File: config.mk
export PLATFORM = sky130hd
export DESIGN_NAME = div16by8_seq
export DESIGN_NICKNAME = d
export VERILOG_FILES = /design/src/rtl/div16by8_seq.sv
export SDC_FILE = /design/constraint.sdc
export NUM_CORES = 1
export LEC_CHECK = 0
export BUFFER_PORTS_ARGS = -buffer_cell sky130_fd_sc_hd__buf_4
export CAP_MARGIN = 20
export CORE_AREA = 3 3 94 74
export CTS_BUF_LIST = sky130_fd_sc_hd__clkbuf_8 sky130_fd_sc_hd__clkbuf_16
export CTS_CLUSTER_DIAMETER = 150
export DETAILED_ROUTE_END_ITERATION = 6
export DIE_AREA = 0 0 97 77
export GPL_ROUTABILITY_DRIVEN = 0
export GPL_TIMING_DRIVEN = 1
export PLACE_DENSITY_LB_ADDON = 0.2
export SYNTH_ARGS = -nofsm -noshare
export SYNTH_HDL_FRONTEND = slang
export SYNTH_SLANG_ARGS = --single-unit
File: constraint.sdc
create_clock -name clk -period 2.16 [get_ports clk]
set_input_delay 0.324 -clock clk [delete_from_list [all_inputs] [get_ports clk]]
set_output_delay 0.324 -clock clk [all_outputs]
set_load 0.05 [all_outputs]
File: src/rtl/div16by8_seq.sv
// div16by8_seq
// Sequential restoring divider: 16-bit unsigned dividend by 8-bit unsigned
// divisor, one quotient bit per clock, with valid/ready handshakes on the
// request and result sides.
//
// Optional build macro:
//   DIV_ZERO_FAST_EN - a zero divisor skips the iteration loop and presents
//                      the fixed divide-by-zero result one cycle after
//                      acceptance instead of after sixteen.
//
// A zero divisor always yields quotient=16'hFFFF, remainder=8'hFF,
// div_zero=1, regardless of what the iteration loop computed.

module div16by8_seq (
    input  logic        clk,
    input  logic        rst_n,
    input  logic        in_valid,
    output logic        in_ready,
    input  logic [15:0] dividend,
    input  logic [7:0]  divisor,
    output logic        out_valid,
    input  logic        out_ready,
    output logic [15:0] quotient,
    output logic [7:0]  remainder,
    output logic        div_zero
);

    typedef enum logic [1:0] {
        IDLE = 2'd0,
        BUSY = 2'd1,
        DONE = 2'd2
    } state_t;

    state_t      r_state;
    state_t      w_nextState;

    // Quotient shift register: starts holding the dividend, whose bits are
    // shifted out of the top into the partial remainder while quotient bits
    // are shifted in at the bottom.
    logic [15:0] r_quotShift;
    // Partial remainder needs nine bits: after the shift it can reach
    // 2*divisor-1, which exceeds eight bits for divisors above 128.
    logic [8:0]  r_partRem;
    logic [7:0]  r_divisor;
    logic [3:0]  r_count;
    logic        r_divZero;

    logic        w_accept;
    logic        w_release;
    logic        w_lastIter;
    logic        w_skipLoop;
    logic [8:0]  w_prShift;
    logic [8:0]  w_prSub;
    logic        w_prGe;

    // Handshake qualifiers and loop-termination conditions
    always_comb begin
        w_accept   = in_valid && (r_state == IDLE);
        w_release  = out_ready && (r_state == DONE);
        w_lastIter = (r_count == 4'd15);
`ifdef DIV_ZERO_FAST_EN
        w_skipLoop = r_divZero;
`else
        w_skipLoop = 1'b0;
`endif
    end

    // One restoring-division step: shift, trial subtract, keep if non-negative
    always_comb begin
        w_prShift = {r_partRem[7:0], r_quotShift[15]};
        w_prGe    = (w_prShift >= {1'b0, r_divisor});
        w_prSub   = w_prShift - {1'b0, r_divisor};
    end

    // State register
    always_ff @(posedge clk or negedge rst_n) begin
        if (!rst_n) begin
            r_state <= IDLE;
        end else begin
            r_state <= w_nextState;
        end
    end

    // Next-state logic; a zero divisor in the fast build leaves BUSY after
    // one cycle so the result still appears one edge after acceptance
    always_comb begin
        w_nextState = r_state;
        case (r_state)
            IDLE: begin
                if (w_accept) begin
                    w_nextState = BUSY;
                end
            end
            BUSY: begin
                if (w_lastIter || w_skipLoop) begin
                    w_nextState = DONE;
                end
            end
            DONE: begin
                if (w_release) begin
                    w_nextState = IDLE;
                end
            end
            default: begin
                w_nextState = IDLE;
            end
        endcase
    end

    // Datapath: load operands on acceptance, iterate one bit per BUSY cycle
    always_ff @(posedge clk or negedge rst_n) begin
        if (!rst_n) begin
            r_quotShift <= 16'd0;
            r_partRem   <= 9'd0;
            r_divisor   <= 8'd0;
            r_count     <= 4'd0;
            r_divZero   <= 1'b0;
        end else if (w_accept) begin
            r_quotShift <= dividend;
            r_partRem   <= 9'd0;
            r_divisor   <= divisor;
            r_count     <= 4'd0;
            r_divZero   <= (divisor == 8'd0);
        end else if (r_state == BUSY) begin
            r_quotShift <= {r_quotShift[14:0], w_prGe};
            r_partRem   <= w_prGe ? w_prSub : w_prShift;
            r_count     <= r_count + 4'd1;
        end
    end

    // Outputs; result fields are zero outside DONE and forced on divide-by-zero
    always_comb begin
        in_ready  = (r_state == IDLE);
        out_valid = (r_state == DONE);
        quotient  = 16'd0;
        remainder = 8'd0;
        div_zero  = 1'b0;
        if (r_state == DONE) begin
            div_zero = r_divZero;
            if (r_divZero) begin
                quotient  = 16'hFFFF;
                remainder = 8'hFF;
            end else begin
                quotient  = r_quotShift;
                remainder = r_partRem[7:0];
            end
        end
    end

endmodule

Word level (Yosys, flattened, before mapping)
Cells that the tools add are included.
{"block": "totals", "out_inout_bits": 27, "word_cells": 37, "input_bits": 28, "ff_bits": 39}
{"block": "op_classes", "muxes": 16, "reduce_logical": 6, "addsub": 2, "n_eq_ne": 6, "order_cmp": 1}
{"cell": "16-bit 2-to-1 mux", "count": 4}
{"cell": "8-bit 2-to-1 mux", "count": 5}
{"cell": "9-bit by 8-bit greater-or-equal comparator with 1-bit output", "count": 1}
{"cell": "8-bit zero test", "count": 1}
{"cell": "4-bit 2-to-1 mux", "count": 2}
{"cell": "8-bit subtractor", "count": 1}
{"cell": "2-bit 2-to-1 mux", "count": 3}
{"cell": "2-bit case mux with 3 select lines", "count": 1}
{"cell": "4-bit by 1-bit adder with 4-bit output (second input constant)", "count": 1}
{"cell": "4-bit equality test (second input constant)", "count": 1}
{"cell": "2-bit by 1-bit inequality test with 1-bit output (second input constant)", "count": 2}
{"cell": "3-bit AND reduction", "count": 1}
{"cell": "2-bit by 1-bit equality test with 1-bit output (second input constant)", "count": 1}
{"cell": "2-bit equality test (second input constant)", "count": 1}
{"cell": "1-bit logical AND", "count": 2}
{"cell": "2-bit zero test", "count": 1}
{"cell": "2-bit inequality test (second input constant)", "count": 1}
{"cell": "2-bit nonzero test", "count": 1}
{"cell": "1-bit 2-to-1 mux", "count": 1}

Longest topological paths before layout
Gate-level depths: netlist of run 1.
{"block": "depth", "word_depth": 4, "mapped_depth": 8, "depth_no_buf": 8}

Worst setup path before layout of run 1
OpenSTA, ideal clock, no wires.
{"block": "synth_timing", "path_kind": "reg-to-output", "startpoint": "register r_state[1]", "endpoint": "output quotient[0]", "path_slack_ps": 221, "path_stages_with_launch": 6, "path_buffers": 3, "required_time_ps": 1836, "t_arrival_ps": 1615, "path_cell_list": "dfrtp_1 -> buf_2 -> nand2b_1 -> clkbuf_1 -> clkbuf_1 -> nor2_1"}
{"block": "synth_between", "elab_chain_len": 2}
{"element": "from (decl)", "line_no": "34", "rtl": "state_t r_state;"}
{"element": "from (signal assigned)", "line_no": "80", "rtl": "r_state <= w_nextState;"}
{"element": "2-bit equality test", "line_no": "138", "rtl": "if (r_state == DONE) begin"}
{"element": "16-bit 2-to-1 mux", "line_no": "138"}
{"element": "to (decl)", "line_no": "23", "rtl": "output logic [15:0] quotient,"}
Every way passes these cells.

Final worst setup path of run 1
{"block": "layout_timing", "startpoint": "register r_state[0]", "endpoint": "output remainder[6]"}
{"block": "layout_between", "elab_chain_len": 2}
{"element": "2-bit equality test", "line_no": "138"}
{"element": "8-bit 2-to-1 mux", "line_no": "138"}
{"element": "to (decl)", "line_no": "24", "rtl": "output logic [7:0] remainder,"}
Every way passes these cells.

==> results.toml, run 1 <==
[setup_path]
worstPathArrival_ps = 1700
cp_max_fo = 18
reg2reg_to = "r_partRem[1]"
cp_cell_sequence = "nand2b_1 -> buf_4 -> nor2_1 -> buf_4"
cp-end-kind = "output port"
slowest_delay_ps = 380
start_kind = "flip-flop"
setup.worst_path.end = "remainder[6]"
worst-r2r-cell-count = 6
cpMaxStageDelayCell = "dfrtp_1"
r2r_start = "r_partRem[1]"
rrSetupSlack_ps = 240
critical_path_class = "flip-flop to output port"
cpMostUsedCell = "buf_4"
crit_path_start = "r_state[0]"
worst_ep_required_time_ps = 1840

[timing]
setup_tns_ps = 0
rsz0062_at_grt = "false"
finalCritPeriodShare_pct = 93.75
worst_pin_slew_ps = 502.5
setup_violations = 0
maxSlewViolCount = 0
layout_min_cycle_time_ps = 2025
final_hold_viol_count = 0
fin_skew_ps = 13.84
slew_headroom_pct = 66.50
fmaxAchievable_mhz = 493.8

[global_route]
grt_pass1_vias = 2164
grt_usage_pct = 17.66
grt_max_degree = 40
grt-ovfl-total = 0
grt_antenna_before_repair = 0
grt_pass1_wl_mm = 10.87

[final_layout]
drive_gt1_share_pct = 22.64
design_area_sq_um = 3044
fillers = 588
diodes = 0
post-route-util_pct = 49.40
nets = 386
ff_latch_area_sq_um = 975.9
area_growth_pct = 25.61
multi_input_area_sq_um = 1311

[synthesis]
synth-xor-area-share_pct = 1.446
synthArstFlopShare_pct = 100.0
synthSimpleGateAreaFrac_pct = 21.68
synth.area.mux_share_pct = 2.478
synth_edf_count = 0
yosysWarnings = 0
synth-seq-area-share_pct = 40.27
synth_top_family_by_area = "compound AO/OA/AOI/OAI gates"
synth_cell_types = 43
synthAdderAreaFrac_pct = 5.472
ys.flop_type = "dfrtp_1"
yosys_register_bits = 39
syn_area_sq_um = 2424
syn_inst = 294
syn_area_per_cell_sq_um = 8.243
synth_nets = 332
synth-compound-area-share_pct = 23.03

[clocking]
cts_tree = "done"
clk_pin_slew_worst_paths_ps = 90
cts_root_buf = "clkbuf_8"
post_cts_buffers = 0
hold_buffers = 1
htree_levels = 2
clock-sinks = 39
insertion_delay_ps = 300
cts_resized = 0
clock_path_buffers = 2
cts_buffers = 5

[die]
dieWidth_microns = 97
ios = 55
fp-row-count = 25
die_height_microns = 77
dieArea_sq_um = 7469
start_util_pct = 39.33
core_area_sq_um = 6162

[hold_path]
min-delay-start = "out_ready"
holdCritPathClass = "input port to flip-flop"

[run_status]
status = "completed"

[job]
maxCapViolations = 0

[pwr]
peakVddDrop_v = 0.0005315
power.density_nw_per_um2 = 1447
power.leakage_nw = 1.432

[placed_design]
hpwl_mm = 4.394
place_area_sq_um = 2922
placement.io_buffers = 54

[detailed_routing]
vias = 2214
antenna_left = 0
dr.pass1.iters = 4
viasPerCell = 5.149
drc_errors = 0
drtIter0Drc = 97
wl_per_cell_microns = 14.56
wirelength_mm = 6.262
cells in the final DEF, fill, tap and decap left out, types with 3 or more instances in the layout:
master and count:
nor2b_1 19, a21oi_1 19, nand2_1 25, nand2b_1 3
buf_4 64, a22oi_1 15, mux2i_1 6, inv_1 14
clkbuf_8 5, nand3_1 3, a22o_1 3, o21ai_1 6
nor2_1 50, o21ai_0 33, dfrtp_1 39, ha_1 9
Yosys cell counts (all sizes together), types with 3 or more instances:
cell type  count  area, sq um
a21oi         20        103.9
a22o           3        26.28
a22oi         15        112.6
buf            6        38.79
clkbuf        12        45.04
dfrtp         39        975.9
ha             9        112.6
inv           14        52.55
mux2i          6        60.06
nand2         25        93.84
nand2b         3        18.77
nand3          3        15.01
nor2          50        187.7
nor2b         19        118.9
o21ai         39        195.2
metal layers:
metal / vias to the layer above / part of all wire (%) / global-route usage [%]
met5: - / 0 / 0
met4: 0 / 1.3 / 4.628
met3: 7 / 4.5 / 3.182
met2: 44 / 45 / 27.62
met1: 1050 / 49 / 25.21
li1: 1113 / - / -
per-stage QoR:
stage	power [mW]	hold WS, ps	setup WS, ps	instances
finish	4.406	218.3	135.0	430
CTS	4.419	206.9	113.6	430
floorplan	3.263	28.41	221.2	294
global placement	3.715	330.1	301.5	421
global route	4.828	206.0	22.69	430
detailed placement	3.768	332.9	252.8	421
registers in the layout, indices dropped and copies added, names as in the netlist:
name	cells
r_count	4
r_divZero	1
r_divisor	8
r_partRem	8
r_quotShift	16
r_state	2
report_power, final:
group / total [mW] / switching [mW] / internal, mW / leakage (nW)
clock network: 0.617 / 0.273 / 0.344 / 0.0581
logic: 2.43 / 1.31 / 1.13 / 0.895
registers: 1.36 / 0.275 / 1.08 / 0.479
final cells by class:
| type | instances | area share (%) |
|---|---|---|
| clock buffer | 5 | 2.261 |
| clock inverter | 3 | 1.439 |
| inverter | 14 | 1.726 |
| multi-input combinational | 223 | 43.07 |
| sequential | 39 | 32.06 |
| tap | 81 | 3.329 |
| timing repair buffer | 65 | 16.11 |
kinds of logic (layout without fill, tap and decap cells):
kind of cell / after synthesis / count (layout)
buffers and inverters: 32 / 87
adders and majority gates: 10 / 10
AOI/OAI and AO/OA: 89 / 89
DFF: 39 / 39
muxes: 6 / 6
xor gates and xnor gates: 4 / 4
and+or+nand+nor: 114 / 114
worst max-delay path, delay by kind of cell, from the launching register on:
family	cells	cell delay (ps)
buf+inv	2	530
simple gates	2	490
flops	1	380
worst min path at each step:
stage / to / slack (ps) / depth (start not counted)
after global placement: r_quotShift[4] / 330 / 1
after floorplan: r_count[0] / 30 / 0
after global routing: r_state[1] / 210 / 2
final: r_state[1] / 220 / 2
after detailed placement: r_quotShift[4] / 330 / 1
after CTS: r_state[1] / 210 / 2
Note: power is estimated with default switching activity, not from simulation.
==> inputs of run 2 (changes only) <==
--- a/config.mk
+++ b/config.mk
@@ -14,7 +14,7 @@
 export DIE_AREA = 0 0 97 77
 export GPL_ROUTABILITY_DRIVEN = 0
 export GPL_TIMING_DRIVEN = 1
-export PLACE_DENSITY_LB_ADDON = 0.2
+export PLACE_DENSITY = 0.61
 export SYNTH_ARGS = -nofsm -noshare
 export SYNTH_HDL_FRONTEND = slang
 export SYNTH_SLANG_ARGS = --single-unit
==> run 2 against run 1 <==
Compared with the run above: the run now ends with negative hold slack left; total power fell by 3.0%; critical path depth grew 4; clock-buffer cell count unchanged; non-clock buffer count fell by 1; via count shrank 1.6%; clock power down 23%; flip-flop and latch count unchanged; first-iteration DRC count stayed put; cell count down 0.23%; final area shrank 1.4%; critical endpoint is now r_partRem[6]; largest cell class unchanged; highest routed layer unchanged.
==> results.toml, run 2 (synthesis gave the netlist of run 1 again) <==
[detailed_routing]
wl_per_cell_microns = 14.40
antenna_left = 0
wirelength_mm = 6.177
route.met3.wl_microns = 284
vias = 2179
wl_met2_mm = 2.784
viasPerCell = 5.079
top_layer = "met4"
drc_errors = 0
dr.pass1.iters = 5
drtIter0Drc = 97
met1_length_mm = 3.071

[timing]
setup_violations = 0
maxSlewViolCount = 0
setup_ws_ps = 147.7
final_hold_viol_count = 16
worst_pin_slew_ps = 497.9
fin_skew_ps = 6.953
rsz0062_at_grt = "false"
layout_min_cycle_time_ps = 2012
whs_ps = -15.45
slew_headroom_pct = 66.80
finalCritPeriodShare_pct = 93.16
setup_tns_ps = 0
fmaxAchievable_mhz = 496.9

[run_status]
violations = "negative hold slack"
status = "complete, but fails checks"

[die]
ios = 55
start_util_pct = 39.33
core_area_sq_um = 6162
dieArea_sq_um = 7469
fp-row-count = 25
die_height_microns = 77
dieWidth_microns = 97

[setup_path]
cp-end-kind = "flip-flop"
critical_path_class = "flip-flop to flip-flop"
worstPathArrival_ps = 2180
worst_ep_required_time_ps = 2330
slowest_delay_ps = 420
cp_top_family = "adder cells"
cp_cell_sequence = "inv_1 -> ha_1 -> fa_1 -> nor2b_1 -> o211ai_1 -> mux2i_1 -> o2111a_1 -> o31ai_2"
cp_max_fo = 3
cpMaxStageDelayCell = "fa_1"
start_kind = "flip-flop"
path_buf_inv = 1

[placed_design]
placed_cells_incl_taps = 421
dp_slack_ps = 198.2
hpwl_mm = 4.541
placement.io_buffers = 54

[final_layout]
largest_register_ffs = 16
drive_gt1_share_pct = 22.13
area_growth_pct = 23.90
regMostFlops = "r_quotShift"
top_regs = "r_quotShift (16), r_divisor (8), r_partRem (8)"
fillers = 602
diodes = 0
layout_commonest_cell = "buf_4"
nets = 385
mostFrequentLayoutCells = "buf_4 (64), nor2_1 (50), dfrtp_1 (39)"
final_cells = 429

[clocking]
hold_buffers = 0
cts_buffers = 5
insertion_delay_ps = 300
clk_pin_slew_worst_paths_ps = 80
clock_path_buffers = 2
cts_root_buf = "clkbuf_8"
htree_levels = 2
cts_tree = "done"
clock-sinks = 39
post_cts_buffers = 0
cts_resized = 0

[pwr]
combPwrFrac_pct = 57.0
power_frac_seq_pct = 31.8
peakVddDrop_v = 0.0005645
total_power_mw = 4.275
power.leakage_nw = 1.421
power.density_nw_per_um2 = 1424
clkPwrFrac_pct = 11.2
intPower_mw = 2.428
switching_share_pct = 43.21
power.switching_mw = 1.847

[global_route]
grt-ovfl-total = 0
grt_max_degree = 40
grt_usage_pct = 17.58
grt_antenna_before_repair = 0
grt_pass1_wl_mm = 10.73
grt_pass1_vias = 2181

[job]
maxCapViolations = 0

[hold_path]
holdCritPathClass = "input port to asynchronous set/reset pin"
-- run 2: cell types whose count changed in the layout (fill, tap and decap cells not counted), sizes merged --
cell and change:
clkinv -1, inv +2, bufinv -1, dlygate4sd3 -1
-- run 2: stage by stage --
| step | area [sq um] | util (%) |
|---|---|---|
| 2_1_floorplan | 2424 | - |
| 4_1_cts | 3003 | 48.73 |
| 5_1_grt | 3003 | 48.73 |
| 6_report | 3003 | 48.73 |
| 3_3_place_gp | 2922 | 47.41 |
| 3_5_place_dp | 2922 | 47.41 |
-- run 2: area by class of cell --
type / instances / area (sq um) / area share, %
clock inverters: 3 / 12.51 / 0.4167
repair buffers: 64 / 480.5 / 16.00
clock buffers: 5 / 68.82 / 2.292
multi-input cells: 223 / 1311 / 43.67
inverters: 14 / 52.55 / 1.750
well taps: 81 / 101.3 / 3.375
flip-flops and latches: 39 / 975.9 / 32.50
-- run 2: final timing paths --
| path | startpoint | slack (ps) | end | cells after the start |
|---|---|---|---|---|
| setup / recovery | r_quotShift[15] | 150 | r_partRem[6] | 8 |
| hold / removal | rst_n | -20 | r_quotShift[5] | 1 |
| setup reg to reg | r_quotShift[15] | 150 | r_partRem[6] | 8 |
| hold reg to reg | r_count[3] | 490 | r_count[3] | 1 |
| max in group asynchronous | rst_n | 1820 | r_partRem[6] | 1 |
| min in group clk | dividend[0] | 240 | r_quotShift[0] | 3 |
-- run 2: power by group through the flow --
stage / registers, mW / logic, mW / clock network, mW
2_1_floorplan: 1.29 / 1.97 / 0
3_3_place_gp: 1.36 / 2.35 / 0
3_5_place_dp: 1.37 / 2.41 / 0
4_1_cts: 1.36 / 2.44 / 0.496
5_1_grt: 1.41 / 2.77 / 0.523
6_report: 1.36 / 2.44 / 0.478
-- run 2: metal layers --
layer  vias up  track usage (%)
met4         0            5.891
met3         2            3.455
li1       1112                -
met2        45            27.27
met1      1020            24.57
met5         -                0
